`config.mk`:
```
export PLATFORM = sky130hd
export DESIGN_NAME = dsram_arbiter
export DESIGN_NICKNAME = d
export VERILOG_FILES = /design/src/rtl/dsram_arbiter.sv
export SDC_FILE = /design/constraint.sdc
export NUM_CORES = 1
export LEC_CHECK = 0
export BUFFER_PORTS_ARGS = -buffer_cell sky130_fd_sc_hd__buf_2
export CAP_MARGIN = 20
export CORE_AREA = 2 2 121 123
export DETAILED_ROUTE_END_ITERATION = 16
export DIE_AREA = 0 0 123 125
export SETUP_SLACK_MARGIN = 0.02
export SLEW_MARGIN = 25
export SYNTH_ARGS = -nofsm -noshare
export SYNTH_HDL_FRONTEND = slang
export SYNTH_SLANG_ARGS = --single-unit
```
`constraint.sdc`:
```
create_clock -name clk -period 1.7 [get_ports clk]
set_input_delay 0.085 -clock clk [delete_from_list [all_inputs] [get_ports clk]]
set_output_delay 0.085 -clock clk [all_outputs]
set_load 0.05 [all_outputs]
```
`src/rtl/dsram_arbiter.sv`:
```
// Arbitrates the single-port data SRAM between the CPU MEM stage and a DMA/debug port.
// CPU has priority; a DMA requester denied STARVE_MAX cycles in a row wins the next contest.

module dsram_arb_rsp #(
    parameter int unsigned PORT_ID = 0
) (
    input  logic        rd_pend,
    input  logic        rd_owner,
    input  logic        reset,
    input  logic [31:0] sram_rdata,
    output logic        rvalid,
    output logic [31:0] rdata
);
    localparam logic OWNER = 1'(PORT_ID);

    // A read in flight when reset arrives is dropped, not returned.
    assign rvalid = rd_pend && !reset && (rd_owner == OWNER);
    assign rdata  = rvalid ? sram_rdata : '0;
endmodule

module dsram_arbiter #(
    parameter int unsigned STARVE_MAX = 4
) (
    input  logic        clk,
    input  logic        reset,
    input  logic        cpu_req,
    input  logic        cpu_wr,
    input  logic [3:0]  cpu_wen,
    input  logic [31:0] cpu_addr,
    input  logic [31:0] cpu_wdata,
    output logic        cpu_gnt,
    output logic        cpu_rvalid,
    output logic [31:0] cpu_rdata,
    input  logic        dma_req,
    input  logic        dma_wr,
    input  logic [3:0]  dma_wen,
    input  logic [31:0] dma_addr,
    input  logic [31:0] dma_wdata,
    output logic        dma_gnt,
    output logic        dma_rvalid,
    output logic [31:0] dma_rdata,
    output logic        data_sram_en,
    output logic [3:0]  data_sram_wen,
    output logic [31:0] data_sram_addr,
    output logic [31:0] data_sram_wdata,
    input  logic [31:0] data_sram_rdata
);
    localparam int unsigned NUM_PORTS  = 2;
    localparam logic [3:0]  STARVE_LIM = 4'(STARVE_MAX);

    typedef struct packed {
        logic        req;
        logic        wr;
        logic [3:0]  wen;
        logic [31:0] addr;
        logic [31:0] wdata;
    } dsram_req_t;

    dsram_req_t [NUM_PORTS-1:0]        port_req;
    dsram_req_t                        sel;
    logic [NUM_PORTS-1:0]              gnt;
    logic [NUM_PORTS-1:0]              rvalid;
    logic [NUM_PORTS-1:0][31:0]        rdata;
    logic [3:0]                        starve_cnt;
    logic                              rd_pend;
    logic                              rd_owner;
    logic                              any_gnt;
    logic                              rd_grant;

    assign port_req[0] = {cpu_req, cpu_wr, cpu_wen, cpu_addr, cpu_wdata};
    assign port_req[1] = {dma_req, dma_wr, dma_wen, dma_addr, dma_wdata};

    always_comb begin
        gnt = '0;
        if (!reset) begin
            gnt[1] = dma_req && (!cpu_req || (starve_cnt == STARVE_LIM));
            gnt[0] = cpu_req && !(dma_req && (starve_cnt == STARVE_LIM));
        end
    end

    assign any_gnt  = |gnt;
    assign sel      = gnt[1] ? port_req[1] : port_req[0];
    assign rd_grant = any_gnt && !sel.wr;

    always_comb begin
        data_sram_en    = 1'b0;
        data_sram_wen   = '0;
        data_sram_addr  = '0;
        data_sram_wdata = '0;
        if (any_gnt) begin
            data_sram_en    = 1'b1;
            data_sram_wen   = sel.wr ? sel.wen : 4'b0000;
            data_sram_addr  = {sel.addr[31:2], 2'b00};
            data_sram_wdata = sel.wdata;
        end
    end

    always_ff @(posedge clk) begin
        if (reset) begin
            starve_cnt <= '0;
            rd_pend    <= 1'b0;
            rd_owner   <= 1'b0;
        end else begin
            if (dma_req && !gnt[1])
                starve_cnt <= (starve_cnt == STARVE_LIM) ? starve_cnt : starve_cnt + 4'd1;
            else
                starve_cnt <= '0;
            rd_pend  <= rd_grant;
            rd_owner <= rd_grant && gnt[1];
        end
    end

    for (genvar p = 0; p < NUM_PORTS; p++) begin : g_rsp
        dsram_arb_rsp #(.PORT_ID(p)) u_rsp (
            .rd_pend    (rd_pend),
            .rd_owner   (rd_owner),
            .reset      (reset),
            .sram_rdata (data_sram_rdata),
            .rvalid     (rvalid[p]),
            .rdata      (rdata[p])
        );
    end

    assign cpu_gnt    = gnt[0];
    assign dma_gnt    = gnt[1];
    assign cpu_rvalid = rvalid[0];
    assign dma_rvalid = rvalid[1];
    assign cpu_rdata  = rdata[0];
    assign dma_rdata  = rdata[1];
endmodule

```
# After elaboration in Yosys (flattened, before gate mapping)

Index checks and enable logic that the tools add are counted.

Add/sub/neg operators: 1
$mul: 0
Div/mod/pow operators: 0
$lt $le $gt $ge: 0
Eq/ne operators: 1
Shifts and indexed selects: 0
Multiplexer cells: 9
Bitwise logic cells: 2
Reductions and logical operators: 17

Operators with widths:

| kind                  | number |
|---|---|
| $mux W32              | 4 |
| $mux W69              | 1 |
| $logic_and A1 B1 Y1   | 9 |
| $mux W4               | 2 |
| $logic_not A1 Y1      | 5 |
| $add A4 B1 Y4 const B | 1 |
| $eq A4 B3 Y1 const B  | 1 |
| $reduce_or A2 Y1      | 2 |
| $mux W2               | 1 |
| $not A1 Y1            | 2 |
| $logic_or A1 B1 Y1    | 1 |
| $mux W1               | 1 |

Bits in registers: 6
Bits in latches: 0
Bits in writable memories: 0
Bits in read-only memories: 0
Input port bits: 174
Output and inout port bits: 137
Word-level logic and storage cells: 33
Memories: 0

# Logic depth before layout (Yosys ltp)

Gate-level depths: netlist (run 1).

Word-level depth: 9
Gate-level depth with buffers: 7

# By module

Synthesis (run 1) repeated with hierarchy kept, for this count alone.

Cell total of the unflattened synthesis: 211
Area, all modules: 2085.8 µm²

By module, submodules not included:

| module                          | instances | cells each | area each (µm²) | sequential area each (µm²) |
|---|---|---|---|---|
| dsram_arbiter                   | 1         | 127        | 1097.3          | 120.1 |
| dsram_arb_rsp at g_rsp[0].u_rsp | 1         | 42         | 614.3           | 0.0 |
| dsram_arb_rsp at g_rsp[1].u_rsp | 1         | 42         | 374.1           | 0.0 |

# Worst setup path after synthesis (run 1)

OpenSTA, ideal clock, no wires.

Kind: flip-flop to output port
Start: reg starve_cnt[0]
End: out data_sram_addr[22]
Arrival: 1.829 ns
Data required time: 1.615 ns
Setup slack: -0.214 ns
Stages on the path, launching flop included: 7
Path buffers: 1
Cell sequence: dfxtp_1 inv_1 ha_1 and4b_4 nor2_4 buf_2 a22o_1

Word-level cells in the longest chain between the ends: 7

Ends and longest elaborated chain:

| element                | RTL line | source |
|---|---|---|
| start, declared        | 64       | `logic [3:0] starve_cnt;` |
| start signal, assigned | 105      | `starve_cnt <= (starve_cnt == STARVE_LIM) ? starve_cnt : starve_cnt + 4'd1;` |
| $eq A4 B3 Y1           | 77       | `gnt[0] = cpu_req && !(dma_req && (starve_cnt == STARVE_LIM));` |
| $logic_and A1 B1 Y1    | 77       |  |
| $logic_not A1 Y1       | 77       |  |
| $logic_and A1 B1 Y1    | 77       |  |
| $mux W2                | 75       | `if (!reset) begin` |
| named net cpu_gnt      | 31       | `output logic cpu_gnt,` |
| $reduce_or A2 Y1       | 81       | `assign any_gnt = \|gnt;` |
| $mux W32               | 90       | `if (any_gnt) begin` |
| end, declared          | 44       | `output logic [31:0] data_sram_addr,` |

The timed path passes the listed nets, and every way through them passes these cells.

# Worst setup path after layout (run 1)

Start: reg starve_cnt[0]
End: out data_sram_wdata[5]

Word-level cells in the longest chain between the ends: 7

Ends and longest elaborated chain:

| element             | RTL line | source |
|---|---|---|
| $eq A4 B3 Y1 *      | 76, 77   |  |
| $logic_and A1 B1 Y1 | 77       |  |
| $logic_not A1 Y1    | 77       |  |
| $logic_and A1 B1 Y1 | 77       |  |
| $mux W2 *           | 75       |  |
| $reduce_or A2 Y1    | 81       |  |
| $mux W32 *          | 90       |  |
| end, declared       | 45       | `output logic [31:0] data_sram_wdata,` |

Mark *: on every way between the ends. The rest lies on a longest branch, timed or not.

==> impl_metrics.sql, run 1 <==
INSERT INTO impl_metrics (metric_group, metric, value, unit) VALUES
('status', 'outcome', 'finished with violations', ''),
('status', 'violations', 'negative setup slack', ''),
('drt', 'first_iter_violations', '131', ''),
('clock_network', 'ctsLongestPathBuffers', '2', ''),
('floorplanning', 'number_of_standard_cell_rows_in_the_floorplan', '44', ''),
('synth', 'ys_async_sr_fraction', '0', ''),
('power_and_ir_drop', 'power-per-cell-area', '419', 'nW/um2'),
('clock_network', 'tritoncts', 'yes', ''),
('timing', 'timing.fmax', '542', 'MHz'),
('timing', 'final_max_slew_violation_count', '0', ''),
('timing', 'hold_violations', '0', ''),
('setup_path', 'worst_r2r_endpoint', 'rd_owner', ''),
('global_routing', 'grt_overflow_total', '0', ''),
('synth', 'synth.most_common_cell', 'sky130_fd_sc_hd__and2_1', ''),
('floorplanning', 'core_area', '14200', 'um2'),
('clock_network', 'cts_made_buffers', '3', ''),
('hold_path', 'holdCritStartpoint', 'dma_wr', ''),
('final_layout', 'final_layout_size_suffix_gt1_frac', '0.796', ''),
('setup_path', 'cp_data_required_time', '1.62', 'ns'),
('clock_network', 'tritoncts_num_sinks', '6', ''),
('timing', 'fin_ws', '-0.144', 'ns'),
('floorplanning', 'floorplan.die_area', '15400', 'um2'),
('clock_network', 'cts_htree_levels', '1', ''),
('drt', 'routedLengthMet1', '4590', 'um'),
('setup_path', 'worst_r2r_startpoint', 'starve_cnt[0]', ''),
('synth', 'area_share_of_the_largest_cell_type_after_synthesis', '0.363', ''),
('drt', 'drtPass1Iterations', '4', ''),
('floorplanning', 'io_pins', '311', ''),
('synth', 'synth.distinct_cells', '29', ''),
('synth', 'syn_inst', '196', ''),
('synth', 'dominantRegCellSynth', 'sky130_fd_sc_hd__dfxtp_1', ''),
('drt', 'highest-signal-layer', 'met5', ''),
('floorplanning', 'chipWidth', '123', 'um'),
('synth', 'post_synth_instance_area', '1500', 'um2'),
('setup_path', 'timing.critical_path.to_type', 'output pin', ''),
('synth', 'flip_flop_and_latch_count_after_synthesis', '6', ''),
('floorplanning', 'initial_core_util', '0.105', ''),
('job', 'maxCapViolCount', '0', ''),
('synth', 'synth_top_cells_by_area', 'sky130_fd_sc_hd__a22o_1, sky130_fd_sc_hd__and2_1, sky130_fd_sc_hd__dfxtp_1', ''),
('drt', 'avgRoutedWirePerCell', '16.4', 'um'),
('place', 'portBuffers', '304', ''),
('drt', 'drc_errors', '0', ''),
('clock_network', 'clkLatencyLatePin', '0.23', 'ns'),
('timing', 'grt_setup_unrepaired', 'true', ''),
('global_routing', 'antenna_violations_before_repair', '7', ''),
('place', 'gp_routability_congestion', '0.782', ''),
('drt', 'wl_met3', '1240', 'um'),
('synth', 'post_synth_most_frequent_cells', 'sky130_fd_sc_hd__and2_1, sky130_fd_sc_hd__a22o_1, sky130_fd_sc_hd__buf_2', ''),
('power_and_ir_drop', 'peakVddDrop', '0.229', 'mV'),
('setup_path', 'cp_arrival', '1.76', 'ns'),
('synth', 'seq_area_frac_synth', '0.0802', ''),
('synth', 'post_synth.cell_area_avg', '7.64', 'um2'),
('place', 'dp_cells', '674', ''),
('drt', 'drt.antenna.violating_nets', '0', ''),
('setup_path', 'start_kind', 'flip-flop', ''),
('global_routing', 'grtUsageTotal', '0.126', ''),
('place', 'detailed_place.area', '3290', 'um2'),
('final_layout', 'design.final.nets', '679', ''),
('global_routing', 'grt_pass1_wl', '14500', 'um'),
('hold_path', 'hold_depth', '3', ''),
('clock_network', 'cts_hold_buf', '0', ''),
('timing', 'post_route_fraction_of_the_period_consumed_by_the_critical_path', '1.08', ''),
('timing', 'finalSetupViolCount', '68', ''),
('global_routing', 'first_global_vias', '2480', ''),
('global_routing', 'largest_net_degree_at_the_start_of_global_routing', '49', ''),
('hold_path', 'hold_class', 'in -> reg', ''),
('synth', 'yosys_warnings', '0', ''),
('setup_path', 'worst_path_max_fanout', '13', ''),
('drt', 'totalWireLength', '11200', 'um'),
('setup_path', 'register_to_register_path_setup_slack', '0.35', 'ns'),
('power_and_ir_drop', 'leakage', '0.00239', 'uW');
==> metrics by stage <==
step                TNS [ns]  hold WS [ns]  total power, uW  setup slack (ns)   util
finish                 -7.24         0.177             1790            -0.144  0.300
global route          -11.65         0.197             1860            -0.205  0.299
CTS                    -5.17         0.172             1710            -0.111  0.279
detailed placement   -0.0355         0.411             1130           -0.0122  0.232
global placement     -0.0541         0.414             1130           -0.0178  0.232
floorplan                  0         0.267              792            0.0420      -
==> state kept, by name, summed over array words and instances, names as in the netlist <==
register and count:
rd_owner 1, rd_pend 1, starve_cnt 4
==> where the power goes <==
part / internal (uW) / total [uW] / switching (uW) / leakage [uW]
Clock: 302 / 380 / 78.5 / 0.0000370
Sequential: 145 / 147 / 1.56 / 0.0000497
Combinational: 535 / 1260 / 723 / 0.00230
==> what timing repair did <==
item / CTS / global route
hold endpoints to repair: 0 / 0
gates resized for setup: 154 / 47
setup buffers: 2 / 2
cloned: 3 / 2
endpoints found under the setup margin: 68 / 68
pin swaps: 6 / 4
==> cells by family (layout without fill, tap and decap cells) <==
family | count (synthesis) | after routing | share of synthesized area
fa+ha+maj | 2 | 2 | 0.0167
other cells | 1 | 5 | 0.00250
flops | 6 | 6 | 0.0802
buf+inv | 27 | 331 | 0.111
mux | 1 | 1 | 0.00668
compound gates | 69 | 69 | 0.405
xor+xnor | 1 | 1 | 0.00585
simple gates | 89 | 89 | 0.372
==> layout make-up <==
type / instances / area (um2)
fillers: 1530 / 9950
repair buffers: 323 / 2340
multi-input cells: 164 / 1470
well taps: 184 / 230
flip-flops and latches: 6 / 123
clock buffers: 3 / 75.1
inverters: 5 / 18.8
diodes: 3 / 7.51
==> worst max-delay path by stage <==
stage / from / end / slack [ns] / cells after the start
3_5_place_dp: starve_cnt[0] / data_sram_wen[1] / -0.01 / 8
2_1_floorplan: starve_cnt[0] / data_sram_addr[22] / 0.04 / 6
3_3_place_gp: starve_cnt[0] / data_sram_wen[3] / -0.02 / 8
6_report: starve_cnt[0] / data_sram_wdata[5] / -0.14 / 8
4_1_cts: starve_cnt[0] / data_sram_wdata[18] / -0.11 / 8
5_1_grt: starve_cnt[0] / data_sram_wdata[5] / -0.21 / 8
==> layout by cell type (no fill, tap or decap), drive strengths merged <==
cell    count
a21boi      1
a21o        1
a21oi       1
a22o       62
a32o        4
and2       65
and3        2
and4b       1
buf       321
clkbuf      5
conb        2
dfxtp       6
diode       3
ha          2
inv         5
mux2i       1
nand2       1
nand2b      2
nand3       1
nand3b      1
nand4       1
nor2       10
nor2b       3
nor3        1
nor3b       1
xnor2       1
==> worst max-delay path, stage by stage, from the launching register on <==
cell                        delay (ns)
sky130_fd_sc_hd__dfxtp_2          0.31
sky130_fd_sc_hd__inv_2            0.06
sky130_fd_sc_hd__ha_4             0.14
sky130_fd_sc_hd__nand3b_1         0.14
sky130_fd_sc_hd__a21oi_4          0.24
sky130_fd_sc_hd__buf_6            0.15
sky130_fd_sc_hd__clkbuf_16        0.17
sky130_fd_sc_hd__a22o_2           0.16
sky130_fd_sc_hd__buf_6            0.16
==> metal layers <==
layer / GRT usage / up-vias
li1: - / 1331
met5: 0 / -
met2: 0.192 / 140
met3: 0.0625 / 17
met1: 0.160 / 1271
met4: 0.0214 / 8
Power figures use the tool's default switching activity.
==> run 2: changes to the inputs <==
--- a/config.mk
+++ b/config.mk
@@ -10,6 +10,7 @@
 export CORE_AREA = 2 2 121 123
 export DETAILED_ROUTE_END_ITERATION = 16
 export DIE_AREA = 0 0 123 125
+export RECOVER_POWER = 25
 export SETUP_SLACK_MARGIN = 0.02
 export SLEW_MARGIN = 25
 export SYNTH_ARGS = -nofsm -noshare
==> run 2 against run 1 <==
  * The run still ends with negative setup slack left
  * Total power barely moved
  * Clock-buffer cell count unchanged
  * Clock power about the same
  * Global-route usage is the same
  * Cell count unchanged
  * Via count unchanged
  * Sequential power about the same
  * Sequential share of layout area hardly changed
  * Clock skew unchanged
  * Maximum frequency did not move
  * Highest routed layer unchanged
==> impl_metrics.sql, run 2 (same netlist as run 1, synthesis figures left out) <==
INSERT INTO impl_metrics (metric_group, metric, value, unit) VALUES
('global_routing', 'grt_pass1_wl', '14500', 'um'),
('floorplanning', 'core_area', '14200', 'um2'),
('place', 'portBuffers', '304', ''),
('power_and_ir_drop', 'peakVddDrop', '0.229', 'mV'),
('status', 'violations', 'negative setup slack', ''),
('drt', 'totalWireLength', '11200', 'um'),
('timing', 'timing.fmax', '542', 'MHz'),
('floorplanning', 'number_of_standard_cell_rows_in_the_floorplan', '44', ''),
('final_layout', 'largest_register', 'starve_cnt', ''),
('floorplanning', 'io_pins', '311', ''),
('place', 'place_ws', '-0.0122', 'ns'),
('final_layout', 'design.final.nets', '679', ''),
('clock_network', 'cts_hold_buf', '0', ''),
('power_and_ir_drop', 'power.internal', '982', 'uW'),
('clock_network', 'ctsRootBufferMaster', 'sky130_fd_sc_hd__clkbuf_16', ''),
('setup_path', 'worst_path_max_fanout', '13', ''),
('clock_network', 'ctsLongestPathBuffers', '2', ''),
('timing', 'smallest_hold_slack', '0.177', 'ns'),
('setup_path', 'critical_path_class', 'reg -> out', ''),
('floorplanning', 'chipWidth', '123', 'um'),
('global_routing', 'antenna_violations_before_repair', '7', ''),
('power_and_ir_drop', 'switching_share', '0.450', ''),
('drt', 'routed_via_density', '4.02', ''),
('hold_path', 'worst_hold_path.endpoint', 'rd_owner', ''),
('power_and_ir_drop', 'leakage', '0.00239', 'uW'),
('power_and_ir_drop', 'clkPwrFrac', '0.213', ''),
('drt', 'drc_errors', '0', ''),
('final_layout', 'most_common_cell_after_layout_fill_and_taps_aside', 'sky130_fd_sc_hd__buf_2', ''),
('final_layout', 'syn_to_final_growth', '184', '%'),
('global_routing', 'first_global_vias', '2480', ''),
('timing', 'minimum_clock_period', '1.84', 'ns'),
('setup_path', 'critPathMostFrequentCell', 'sky130_fd_sc_hd__buf_6', ''),
('setup_path', 'start_kind', 'flip-flop', ''),
('place', 'dp.final_hpwl', '8440', 'um'),
('floorplanning', 'floorplan.die_area', '15400', 'um2'),
('final_layout', 'layout.cells.most_common_list', 'sky130_fd_sc_hd__buf_2, sky130_fd_sc_hd__and2_1, sky130_fd_sc_hd__buf_6', ''),
('setup_path', 'register_to_register_path_setup_slack', '0.35', 'ns'),
('global_routing', 'largest_net_degree_at_the_start_of_global_routing', '49', ''),
('power_and_ir_drop', 'power-per-cell-area', '419', 'nW/um2'),
('floorplanning', 'die_h', '125', 'um'),
('hold_path', 'hold_depth', '3', ''),
('final_layout', 'final_layout_size_suffix_gt1_frac', '0.794', ''),
('drt', 'avgRoutedWirePerCell', '16.3', 'um'),
('drt', 'detailroute.via_count', '2767', ''),
('power_and_ir_drop', 'power.switching', '803', 'uW'),
('hold_path', 'hold_class', 'in -> reg', ''),
('hold_path', 'holdCritStartpoint', 'dma_wr', ''),
('setup_path', 'timing.critical_path.cells', 'inv_2 -> ha_4 -> nand3b_1 -> a21oi_4 -> buf_6 -> clkbuf_16 -> a22o_2 -> buf_6', ''),
('timing', 'worstMarginPinSlew', '0.600', 'ns'),
('timing', 'max_clock_skew', '0.00111', 'ns'),
('place', 'gp_routability_congestion', '0.782', ''),
('timing', 'grt_setup_unrepaired', 'true', ''),
('setup_path', 'critical_path.slowest_cell', 'sky130_fd_sc_hd__dfxtp_2', ''),
('setup_path', 'worst_r2r_startpoint', 'starve_cnt[0]', ''),
('setup_path', 'timing.critical_path.to_type', 'output pin', ''),
('timing', 'fin_ws', '-0.144', 'ns'),
('setup_path', 'worst_r2r_path_depth', '7', ''),
('drt', 'first_iter_violations', '131', ''),
('final_layout', 'layout_top_registers', 'starve_cnt: 4 flops, rd_owner: 1 flops, rd_pend: 1 flops', ''),
('setup_path', 'cp_arrival', '1.76', 'ns'),
('timing', 'finalSetupViolCount', '68', ''),
('clock_network', 'tritoncts', 'yes', ''),
('clock_network', 'cts_htree_levels', '1', ''),
('setup_path', 'timing.critical_path.buf_inv', '4', ''),
('floorplanning', 'initial_core_util', '0.105', ''),
('setup_path', 'cp_slowest_stage_delay', '0.31', 'ns'),
('setup_path', 'cp_delay_by_family_top', 'buffers and inverters', ''),
('timing', 'hold_violations', '0', ''),
('clock_network', 'clkLatencyLatePin', '0.23', 'ns'),
('drt', 'drt.antenna.violating_nets', '0', ''),
('setup_path', 'worst_r2r_endpoint', 'rd_owner', ''),
('drt', 'drtPass1Iterations', '4', ''),
('timing', 'relSlewSlack', '0.602', ''),
('clock_network', 'tritoncts_num_sinks', '6', ''),
('final_layout', 'largest_reg_flops', '4', ''),
('clock_network', 'cts_made_buffers', '3', ''),
('status', 'outcome', 'finished with violations', ''),
('timing', 'final_max_slew_violation_count', '0', ''),
('global_routing', 'grtUsageTotal', '0.126', ''),
('power_and_ir_drop', 'power.share.sequential', '0.082', ''),
('global_routing', 'grt_overflow_total', '0', ''),
('power_and_ir_drop', 'combinationalPowerShare', '0.705', ''),
('clock_network', 'cts.clk_slew.worst_paths', '0.03', 'ns'),
('setup_path', 'cp_data_required_time', '1.62', 'ns'),
('timing', 'post_route_fraction_of_the_period_consumed_by_the_critical_path', '1.08', ''),
('job', 'maxCapViolCount', '0', '');
-- run 2: changes by cell type in the layout (fill, tap and decap cells not counted), sizes merged --
cell,change
buf,-1
clkbuf,+1
-- run 2: area by class of cell --
cell class	count	area, um2
multi-input cells	164	1470
well taps	184	230
diodes	3	7.51
clock buffers	3	75.1
fillers	1528	9950
flip-flops and latches	6	123
repair buffers	323	2340
inverters	5	18.8
-- run 2: repair_timing --
item	4_1_cts	5_1_grt
pin swaps	6	4
buffers inserted	2	2
gates cloned	3	2
setup endpoints to repair	68	68
resized for setup	154	47
-- run 2: metrics by stage --
stage	power [uW]	utilization	setup TNS [ns]	cell area, um2	cells
finish	1790	0.300	-7.24	4260	688
global route	1860	0.299	-11.65	4250	686
CTS	1710	0.279	-5.17	3970	682
detailed placement	1130	0.232	-0.0355	3290	674
global placement	1130	0.232	-0.0541	3290	674
floorplan	792	-	0	1580	197
-- run 2: metal layers --
| layer | routed length, um | vias to the layer above | share of wire | GRT usage |
|---|---|---|---|---|
| li1 | - | 1331 | - | - |
| met4 | 87 | 8 | 0.0077 | 0.0214 |
| met5 | 53 | - | 0.0047 | 0 |
| met3 | 1240 | 17 | 0.11 | 0.0625 |
| met2 | 5270 | 140 | 0.47 | 0.192 |
| met1 | 4590 | 1271 | 0.41 | 0.160 |
-- run 2: worst max path at each step --
stage / from / end / cells past startpoint
3_5_place_dp: starve_cnt[0] / data_sram_wen[1] / 8
4_1_cts: starve_cnt[0] / data_sram_wdata[18] / 8
2_1_floorplan: starve_cnt[0] / data_sram_addr[22] / 6
5_1_grt: starve_cnt[0] / data_sram_wdata[5] / 8
3_3_place_gp: starve_cnt[0] / data_sram_wen[3] / 8
6_report: starve_cnt[0] / data_sram_wdata[5] / 8
-- run 2: tightest hold or removal path, delay by kind of cell --
kind	cells	cell delay (ns)
buffers and inverters	2	0.14
AND/OR/NAND/NOR	1	0.13
-- run 2: power by group through the flow --
stage	clock (uW)	sequential, uW	combinational [uW]
after CTS	391	147	1170
after global routing	407	147	1310
after global placement	0	148	983
after floorplan	0	149	644
after detailed placement	0	148	985
final	380	147	1260
